### src/rtl/sha256_bit_seq.sv
// Bit-clock, bit-counter and round sequencer for the bit-serial SHA-256 datapath.
// Optional finalize word pass (H += state) is enabled with `define SHA_SEQ_FINAL_EN.
module sha256_bit_seq #(
   parameter  int W          = 32,
   parameter  int ROUNDS     = 64,
   parameter  int MSG_ROUNDS = 16,
   parameter  int DIV        = 4,
   localparam int CW         = $clog2(W),
   localparam int RW         = (ROUNDS > 1) ? $clog2(ROUNDS) : 1
) (
   input  logic          clk_i,
   input  logic          rst_i,
   input  logic          start_i,
   input  logic          hold_i,
   output logic          busy_o,
   output logic          done_o,
   output logic          bclk_o,
   output logic [CW-1:0] counter_o,
   output logic [RW-1:0] round_o,
   output logic          word_first_o,
   output logic          word_last_o,
   output logic          msg_phase_o,
   output logic          final_o
);

   localparam int PW  = $clog2(DIV);
   localparam int RW1 = RW + 1;

   localparam logic [PW-1:0]  PH_LAST  = PW'(DIV - 1);
   localparam logic [PW-1:0]  PH_HALF  = PW'(DIV / 2);
   localparam logic [CW-1:0]  CNT_LAST = CW'(W - 1);
   localparam logic [RW-1:0]  RND_LAST = RW'(ROUNDS - 1);
   localparam logic [RW1-1:0] MSG_LIM  = RW1'(MSG_ROUNDS);

   typedef enum logic [1:0] {
      S_IDLE  = 2'd0,
      S_RUN   = 2'd1,
      S_DONE  = 2'd2
`ifdef SHA_SEQ_FINAL_EN
      , S_FINAL = 2'd3
`endif
   } state_t;

   state_t        state_q, state_d;
   logic [PW-1:0] ph_q, ph_d;
   logic          bclk_q, bclk_d;
   logic [CW-1:0] cnt_q, cnt_d;
   logic [RW-1:0] rnd_q, rnd_d;
   logic          busy_q, busy_d;
   logic          done_q, done_d;
   logic          wf_q, wl_q, mp_q;

   logic          wrap;
   logic [PW-1:0] ph_nx;
   logic          bclk_nx;

   // Phase wrap is the bclk falling edge; counter/round only move here.
   assign wrap    = (ph_q == PH_LAST);
   assign ph_nx   = wrap ? '0 : ph_q + PW'(1);
   assign bclk_nx = (ph_nx >= PH_HALF);

`ifdef SHA_SEQ_FINAL_EN
   logic fin_q, fin_d;
`endif

   always_comb begin
      state_d = state_q;
      ph_d    = ph_q;
      bclk_d  = bclk_q;
      cnt_d   = cnt_q;
      rnd_d   = rnd_q;
      busy_d  = busy_q;
      done_d  = 1'b0;
`ifdef SHA_SEQ_FINAL_EN
      fin_d   = fin_q;
`endif
      case (state_q)
         S_IDLE: begin
            if (start_i) begin
               state_d = S_RUN;
               ph_d    = '0;
               bclk_d  = 1'b0;
               cnt_d   = '0;
               rnd_d   = '0;
               busy_d  = 1'b1;
            end
         end
         S_RUN: begin
            if (!hold_i) begin
               ph_d   = ph_nx;
               bclk_d = bclk_nx;
               if (wrap) begin
                  if (cnt_q != CNT_LAST) begin
                     cnt_d = cnt_q + CW'(1);
                  end else begin
                     cnt_d = '0;
                     if (rnd_q == RND_LAST) begin
                        rnd_d  = '0;
                        bclk_d = 1'b0;
`ifdef SHA_SEQ_FINAL_EN
                        state_d = S_FINAL;
                        fin_d   = 1'b1;
`else
                        state_d = S_DONE;
                        busy_d  = 1'b0;
                        done_d  = 1'b1;
`endif
                     end else begin
                        rnd_d = rnd_q + RW'(1);
                     end
                  end
               end
            end
         end
`ifdef SHA_SEQ_FINAL_EN
         S_FINAL: begin
            if (!hold_i) begin
               ph_d   = ph_nx;
               bclk_d = bclk_nx;
               if (wrap) begin
                  if (cnt_q != CNT_LAST) begin
                     cnt_d = cnt_q + CW'(1);
                  end else begin
                     cnt_d   = '0;
                     bclk_d  = 1'b0;
                     state_d = S_DONE;
                     busy_d  = 1'b0;
                     done_d  = 1'b1;
                     fin_d   = 1'b0;
                  end
               end
            end
         end
`endif
         S_DONE:  state_d = S_IDLE;
         default: state_d = S_IDLE;
      endcase
   end

   // Flags are registered from next-state values so they are glitch-free.
   always_ff @(posedge clk_i or posedge rst_i) begin
      if (rst_i) begin
         state_q <= S_IDLE;
         ph_q    <= '0;
         bclk_q  <= 1'b0;
         cnt_q   <= '0;
         rnd_q   <= '0;
         busy_q  <= 1'b0;
         done_q  <= 1'b0;
         wf_q    <= 1'b1;
         wl_q    <= 1'b0;
         mp_q    <= (MSG_ROUNDS > 0);
      end else begin
         state_q <= state_d;
         ph_q    <= ph_d;
         bclk_q  <= bclk_d;
         cnt_q   <= cnt_d;
         rnd_q   <= rnd_d;
         busy_q  <= busy_d;
         done_q  <= done_d;
         wf_q    <= (cnt_d == '0);
         wl_q    <= (cnt_d == CNT_LAST);
         mp_q    <= ({1'b0, rnd_d} < MSG_LIM);
      end
   end

`ifdef SHA_SEQ_FINAL_EN
   always_ff @(posedge clk_i or posedge rst_i) begin
      if (rst_i) fin_q <= 1'b0;
      else       fin_q <= fin_d;
   end
   assign final_o = fin_q;
`else
   assign final_o = 1'b0;
`endif

   assign busy_o       = busy_q;
   assign done_o       = done_q;
   assign bclk_o       = bclk_q;
   assign counter_o    = cnt_q;
   assign round_o      = rnd_q;
   assign word_first_o = wf_q;
   assign word_last_o  = wl_q;
   assign msg_phase_o  = mp_q;

endmodule

### config.mk
export PLATFORM = sky130hd
export DESIGN_NAME = sha256_bit_seq
export DESIGN_NICKNAME = d
export VERILOG_FILES = /design/src/rtl/sha256_bit_seq.sv
export SDC_FILE = /design/constraint.sdc
export NUM_CORES = 1
export LEC_CHECK = 0
export ABC_AREA = 1
export CAP_MARGIN = 20
export CORE_MARGIN = 10
export CORE_UTILIZATION = 40
export DETAILED_ROUTE_END_ITERATION = 10
export PLACE_DENSITY = 0.74
export SYNTH_ARGS = -nofsm -noshare
export SYNTH_HDL_FRONTEND = slang
export SYNTH_SLANG_ARGS = --single-unit
### constraint.sdc
create_clock -name clk_i -period 2.2 [get_ports clk_i]
set_clock_uncertainty 0.05 [all_clocks]
set_input_delay 0.22 -clock clk_i [delete_from_list [all_inputs] [get_ports clk_i]]
set_output_delay 0.22 -clock clk_i [all_outputs]
set_load 0.03 [all_outputs]
==> flow_summary.toml, run 1 <==
[placement]
dp_hpwl_um = 2100
routabilityCongestion = 0.882
placedCellCount = 209
dpl_cell_area_mm2 = 0.00139
port_buffers = 20

[global_routing]
overflow = 0
grt_pass1_wl_um = 4880
grt_max_degree = 21
grt_pass1_vias = 1111
track_usage = 0.108
antenna_found_initial = 0

[route]
initialDrtViolationCount = 43
viasPerCell = 4.95
drc_errors = 0
wl_per_cell_um = 12.3
num_vias = 1055
drt_wl_total_um = 2620
drtPass1Iterations = 4
drtAntennaViolNets = 0

[clock_network]
cts_hold_buf = 0
insertion_delay_ns = 0.30
cts_buffer_depth = 2
clock_sinks = 20
cts_buffers = 3
clkTransAtPathRegs_ns = 0.11
cts-root-buf = "clkbuf_4"
post-cts-setup-buffer-count = 0
htreeDepth = 1
cts_tree = "yes"
cts_resized = 0

[worst_setup_path]
regToRegStartpoint = "counter_o[1]$_DFF_PP0_"
startpoint_type = "flop"
r2r_slack_ns = 0.34
crit_type = "reg2reg"
reg2reg_depth = 10
crit_fanout = 5
crit_path_end_kind = "flop"
crit_arrival_ns = 2.01
reg2reg_to = "round_o[3]$_DFFE_PP0P_"
cp.required_ns = 2.35

[layout]
mostFrequentLayoutCells = "nand2_1, inv_1, clkdlybuf4s50_1"
layout-drive-gt1-share = 0.0769
antennaDiodeCount = 0
areaGrowthSynthToFinish_pct = 23.2
fin_area_mm2 = 0.00142
layoutNonFillerInstCount = 213
final_nets = 192
final_common_cell = "nand2_1"
fillers = 292

[power]
vdd_ir_drop_max_mv = 0.714
power_density_mw_per_mm2 = 1070
p_total_mw = 1.52
p_leak_nw = 0.725

[run]
maxCapViolCount = 0

[synthesis]
syn_area_per_cell_um2 = 7.26
synthesis.instances = 159
synth.distinct_cells = 20
syn-num-nets = 168
yosysSeqAreaShare = 0.436
synth_warnings = 0
syn-cell-area_mm2 = 0.00115
synth_seq_cells = 20

[floorplan]
die-area_mm2 = 0.00543
start_util = 0.418
ios = 22
die_w_um = 73.7
fp.coreArea_mm2 = 0.00276
dieHeight_um = 73.7
rows = 19

[timing]
worst_pin_slew_ns = 0.766
slew-limit-headroom = 0.489
finalWorstPathRequiredPeriod_ns = 1.86
max_freq_mhz = 537
fin_crit_sh = 0.846
rsz0062_at_grt = "no"
slew_violations = 0
fin_setup_tns_ns = 0
hold_viol = 0
setup_viol = 0
holdWs_ns = 0.295

[worst_hold_path]
min_path_type = "in2async"

[outcome]
outcome = "completed"
cell type report:
class / count / area, um2 / area share
Inverter: 26 / 97.6 / 0.0687
Timing Repair Buffer: 20 / 200 / 0.141
Sequential cell: 20 / 503 / 0.354
Tap cell: 31 / 38.8 / 0.0273
Clock buffer: 4 / 36.3 / 0.0255
Multi-Input combinational cell: 112 / 546 / 0.384
worst max path at each step:
stage                           start                endpoint  slack (ns)
6_report       counter_o[1]$_DFF_PP0_  round_o[3]$_DFFE_PP0P_        0.34
5_1_grt        counter_o[1]$_DFF_PP0_   msg_phase_o$_DFF_PP1_        0.14
4_1_cts        counter_o[1]$_DFF_PP0_  round_o[3]$_DFFE_PP0P_        0.36
3_5_place_dp   counter_o[1]$_DFF_PP0_  round_o[3]$_DFFE_PP0P_        0.38
3_3_place_gp   counter_o[1]$_DFF_PP0_  round_o[3]$_DFFE_PP0P_        0.48
2_1_floorplan  counter_o[1]$_DFF_PP0_  round_o[3]$_DFFE_PP0P_        0.33
flip-flops by register name, summed over array words and instances (netlist names):
name	flops
busy_o	1
ph_q	2
word_last_o	1
counter_o	5
word_first_o	1
round_o	6
state_q	2
done_o	1
msg_phase_o	1
where the power goes:
part	switching (mW)	total, mW	internal (mW)
Sequential	0.104	0.567	0.463
Combinational	0.457	0.738	0.281
Clock	0.112	0.213	0.101
Total	0.674	1.52	0.844
Yosys cell counts (all sizes together):
| master | n | area share |
|---|---|---|
| o21bai | 1 | 0.0065 |
| nand2 | 50 | 0.17 |
| nand4 | 6 | 0.033 |
| nor2 | 20 | 0.067 |
| dfrtp | 18 | 0.39 |
| inv | 26 | 0.085 |
| nand3 | 15 | 0.065 |
| a21boi | 1 | 0.016 |
| dfstp | 2 | 0.046 |
| o21ai | 7 | 0.030 |
| nor3 | 1 | 0.0043 |
| o211ai | 1 | 0.0065 |
| a21oi | 4 | 0.017 |
| buf | 1 | 0.0065 |
| ha | 5 | 0.054 |
| conb | 1 | 0.0033 |
metal layers:
layer	vias to the layer above	track usage	part of all wire
met2	27	0.184	0.49
met4	0	0.0248	0.0084
met5	-	0	0
li1	550	-	-
met1	474	0.124	0.41
met3	4	0.0431	0.093
critical path, cell delays in order (launching register included):
cell and delay (ns):
dfrtp_1 0.43, ha_1 0.22, nand2_1 0.06, nor2_1 0.16, ha_1 0.19, nand2_1 0.10, nand2_1 0.12, a21boi_4 0.22
nand3_1 0.10, nand2_1 0.08, nor2_1 0.04
metrics by stage:
step / util / setup slack [ns]
detailed placement: 0.502 / 0.378
global placement: 0.502 / 0.481
floorplan: - / 0.331
CTS: 0.515 / 0.361
global route: 0.515 / 0.139
finish: 0.515 / 0.338
kinds of logic (layout without fill, tap and decap cells):
| group | count (synthesis) | in the layout | synth area share |
|---|---|---|---|
| other | 1 | 1 | 0.00325 |
| and+or+nand+nor | 92 | 92 | 0.338 |
| buffers and inverters | 27 | 50 | 0.0911 |
| DFF | 20 | 20 | 0.436 |
| adders and majority gates | 5 | 5 | 0.0542 |
| AOI/OAI and AO/OA | 14 | 14 | 0.0770 |
No activity file was read; power rests on OpenSTA's default activity.
==> run 2: changes to the inputs <==
- PLACE_DENSITY: 0.74 -> 0.77
- clock period: 2.2 -> 1.5 ns (I/O delays scaled with it)
==> flow_summary.toml, run 2 (synthesis gave the netlist of run 1 again) <==
[timing]
max_freq_mhz = 614
timing.final.ws_setup_ns = -0.129
slew_violations = 0
rsz0062_at_grt = "yes"
finalWorstPathRequiredPeriod_ns = 1.63
setup_viol = 8
hold_viol = 0
fin_crit_sh = 1.09
fin_setup_tns_ns = -0.519

[layout]
layout-drive-gt1-share = 0.332
regArea_um2 = 505
final_nets = 215
layoutNonFillerInstCount = 236
mostFrequentLayoutCells = "nand2_1, buf_4, inv_1"
fin_util = 0.630
largest_register_ff_count = 6
antennaDiodeCount = 0
multiInputGateArea_um2 = 688
fillers = 242
areaGrowthSynthToFinish_pct = 50.5
final_common_cell = "nand2_1"

[worst_setup_path]
crit_type = "reg2reg"
cp.required_ns = 1.67
worstPathCellList = "ha_4 > nand2_4 > nor2_4 > ha_4 > nand2_4 > nand2_2 > a21boi_4 > nand3_1 > nand2_1 > nor2_1"
crit_arrival_ns = 1.80
slowest_delay_ns = 0.41
crit_path_end_kind = "flop"
cp_slowest_cell = "dfrtp_2"
crit_buf_inv = 0
cp_top_family = "simple AND/OR/NAND/NOR gates"
startpoint_type = "flop"
crit_fanout = 5

[global_routing]
track_usage = 0.114
grt_max_degree = 21
grt_pass1_wl_um = 5060
overflow = 0
antenna_found_initial = 0
grt_pass1_vias = 1183

[route]
drtAntennaViolNets = 0
drt_wl_total_um = 3110
drc_errors = 0
num_vias = 1147
drtPass1Iterations = 4
wl_per_cell_um = 13.2
initialDrtViolationCount = 63
viasPerCell = 4.86

[floorplan]
rows = 19
dieHeight_um = 73.7
fp.coreArea_mm2 = 0.00276
ios = 22
die-area_mm2 = 0.00543
die_w_um = 73.7
start_util = 0.418

[run]
maxCapViolCount = 0

[clock_network]
clock_sinks = 20
cts_buffers = 3
cts_tree = "yes"
clkTransAtPathRegs_ns = 0.13
cts_buffer_depth = 2
cts-root-buf = "clkbuf_4"
cts_hold_buf = 0
insertion_delay_ns = 0.32
htreeDepth = 1

[power]
vdd_ir_drop_max_mv = 1.47
power_density_mw_per_mm2 = 1610
p_total_mw = 2.80
p_leak_nw = 0.917

[placement]
port_buffers = 20
placedCellCount = 229
dp_hpwl_um = 2280
routabilityCongestion = 0.807

[worst_hold_path]
min_path_type = "in2async"

[outcome]
outcome = "finished, violations left"
violations = "setup timing"
[run 2: cell count changes in the layout (fill, tap and decap cells not counted), moves of 5 or more]
cell,previous run,this run
dlygate4sd2_1,0,16
nand3_1,15,10
nand2_1,47,39
nand2_2,3,8
nand3_2,0,5
nor2_1,19,13
clkdlybuf4s50_1,20,3
buf_4,0,22
[run 2: metal layers]
layer,part of all wire,up-vias,global-route usage
li1,-,587,-
met1,0.43,529,0.124
met2,0.48,24,0.197
met3,0.076,7,0.0498
met4,0.015,0,0.0290
met5,0,-,0
[run 2: worst paths after layout]
| path | startpoint | end | slack (ns) | cells after the start |
|---|---|---|---|---|
| worst max-delay path | counter_o[0]$_DFF_PP0_ | round_o[3]$_DFFE_PP0P_ | -0.13 | 10 |
| worst min-delay path | rst_i | round_o[4]$_DFF_PP0_ | 0.09 | 3 |
| worst max register to register | counter_o[0]$_DFF_PP0_ | round_o[3]$_DFFE_PP0P_ | -0.13 | 10 |
| worst min register to register | busy_o$_DFFE_PP0P_ | busy_o$_DFFE_PP0P_ | 0.49 | 2 |
| max in group asynchronous | rst_i | word_first_o$_DFF_PP1_ | 1.04 | 3 |
| min in group clk_i | busy_o$_DFFE_PP0P_ | busy_o$_DFFE_PP0P_ | 0.49 | 2 |
[run 2: worst register-to-register path, cell delays in order (launching register included)]
cell	delay, ns
dfrtp_2	0.41
ha_4	0.15
nand2_4	0.05
nor2_4	0.13
ha_4	0.16
nand2_4	0.07
nand2_2	0.08
a21boi_4	0.22
nand3_1	0.11
nand2_1	0.08
nor2_1	0.04
[run 2: final cells by class]
cell class | count | share of cell area
Multi-Input combinational cell | 112 | 0.396
Sequential cell | 20 | 0.291
Timing Repair Buffer | 43 | 0.202
Inverter | 26 | 0.0576
Tap cell | 31 | 0.0223
Clock inverter | 1 | 0.0173
Clock buffer | 3 | 0.0130
[run 2: through the flow]
| stage | setup WS [ns] | area [um2] | hold slack (ns) |
|---|---|---|---|
| finish | -0.129 | 1740 | 0.0869 |
| floorplan | -0.189 | 1220 | 0.0622 |
| global route | -0.204 | 1740 | 0.114 |
| CTS | -0.132 | 1680 | 0.0967 |
| global placement | -0.152 | 1600 | 0.448 |
| detailed placement | -0.166 | 1600 | 0.460 |
[run 2: what timing repair did]
action | in CTS | in global routing
buffers inserted | 3 | 0
resized for setup | 26 | 18
hold endpoints to repair | 0 | 0
setup endpoints to repair | 26 | 18
pin swaps | 16 | 14
[run 2: power by group]
part / internal [mW] / switching [mW]
Combinational: 0.638 / 0.880
Clock: 0.270 / 0.186
Sequential: 0.684 / 0.145
==> run 3: changes to the inputs <==
- SLEW_MARGIN: not set -> 20
==> results of run 3 <==
Final layout, timing and power as in run 2 (identical DEF).
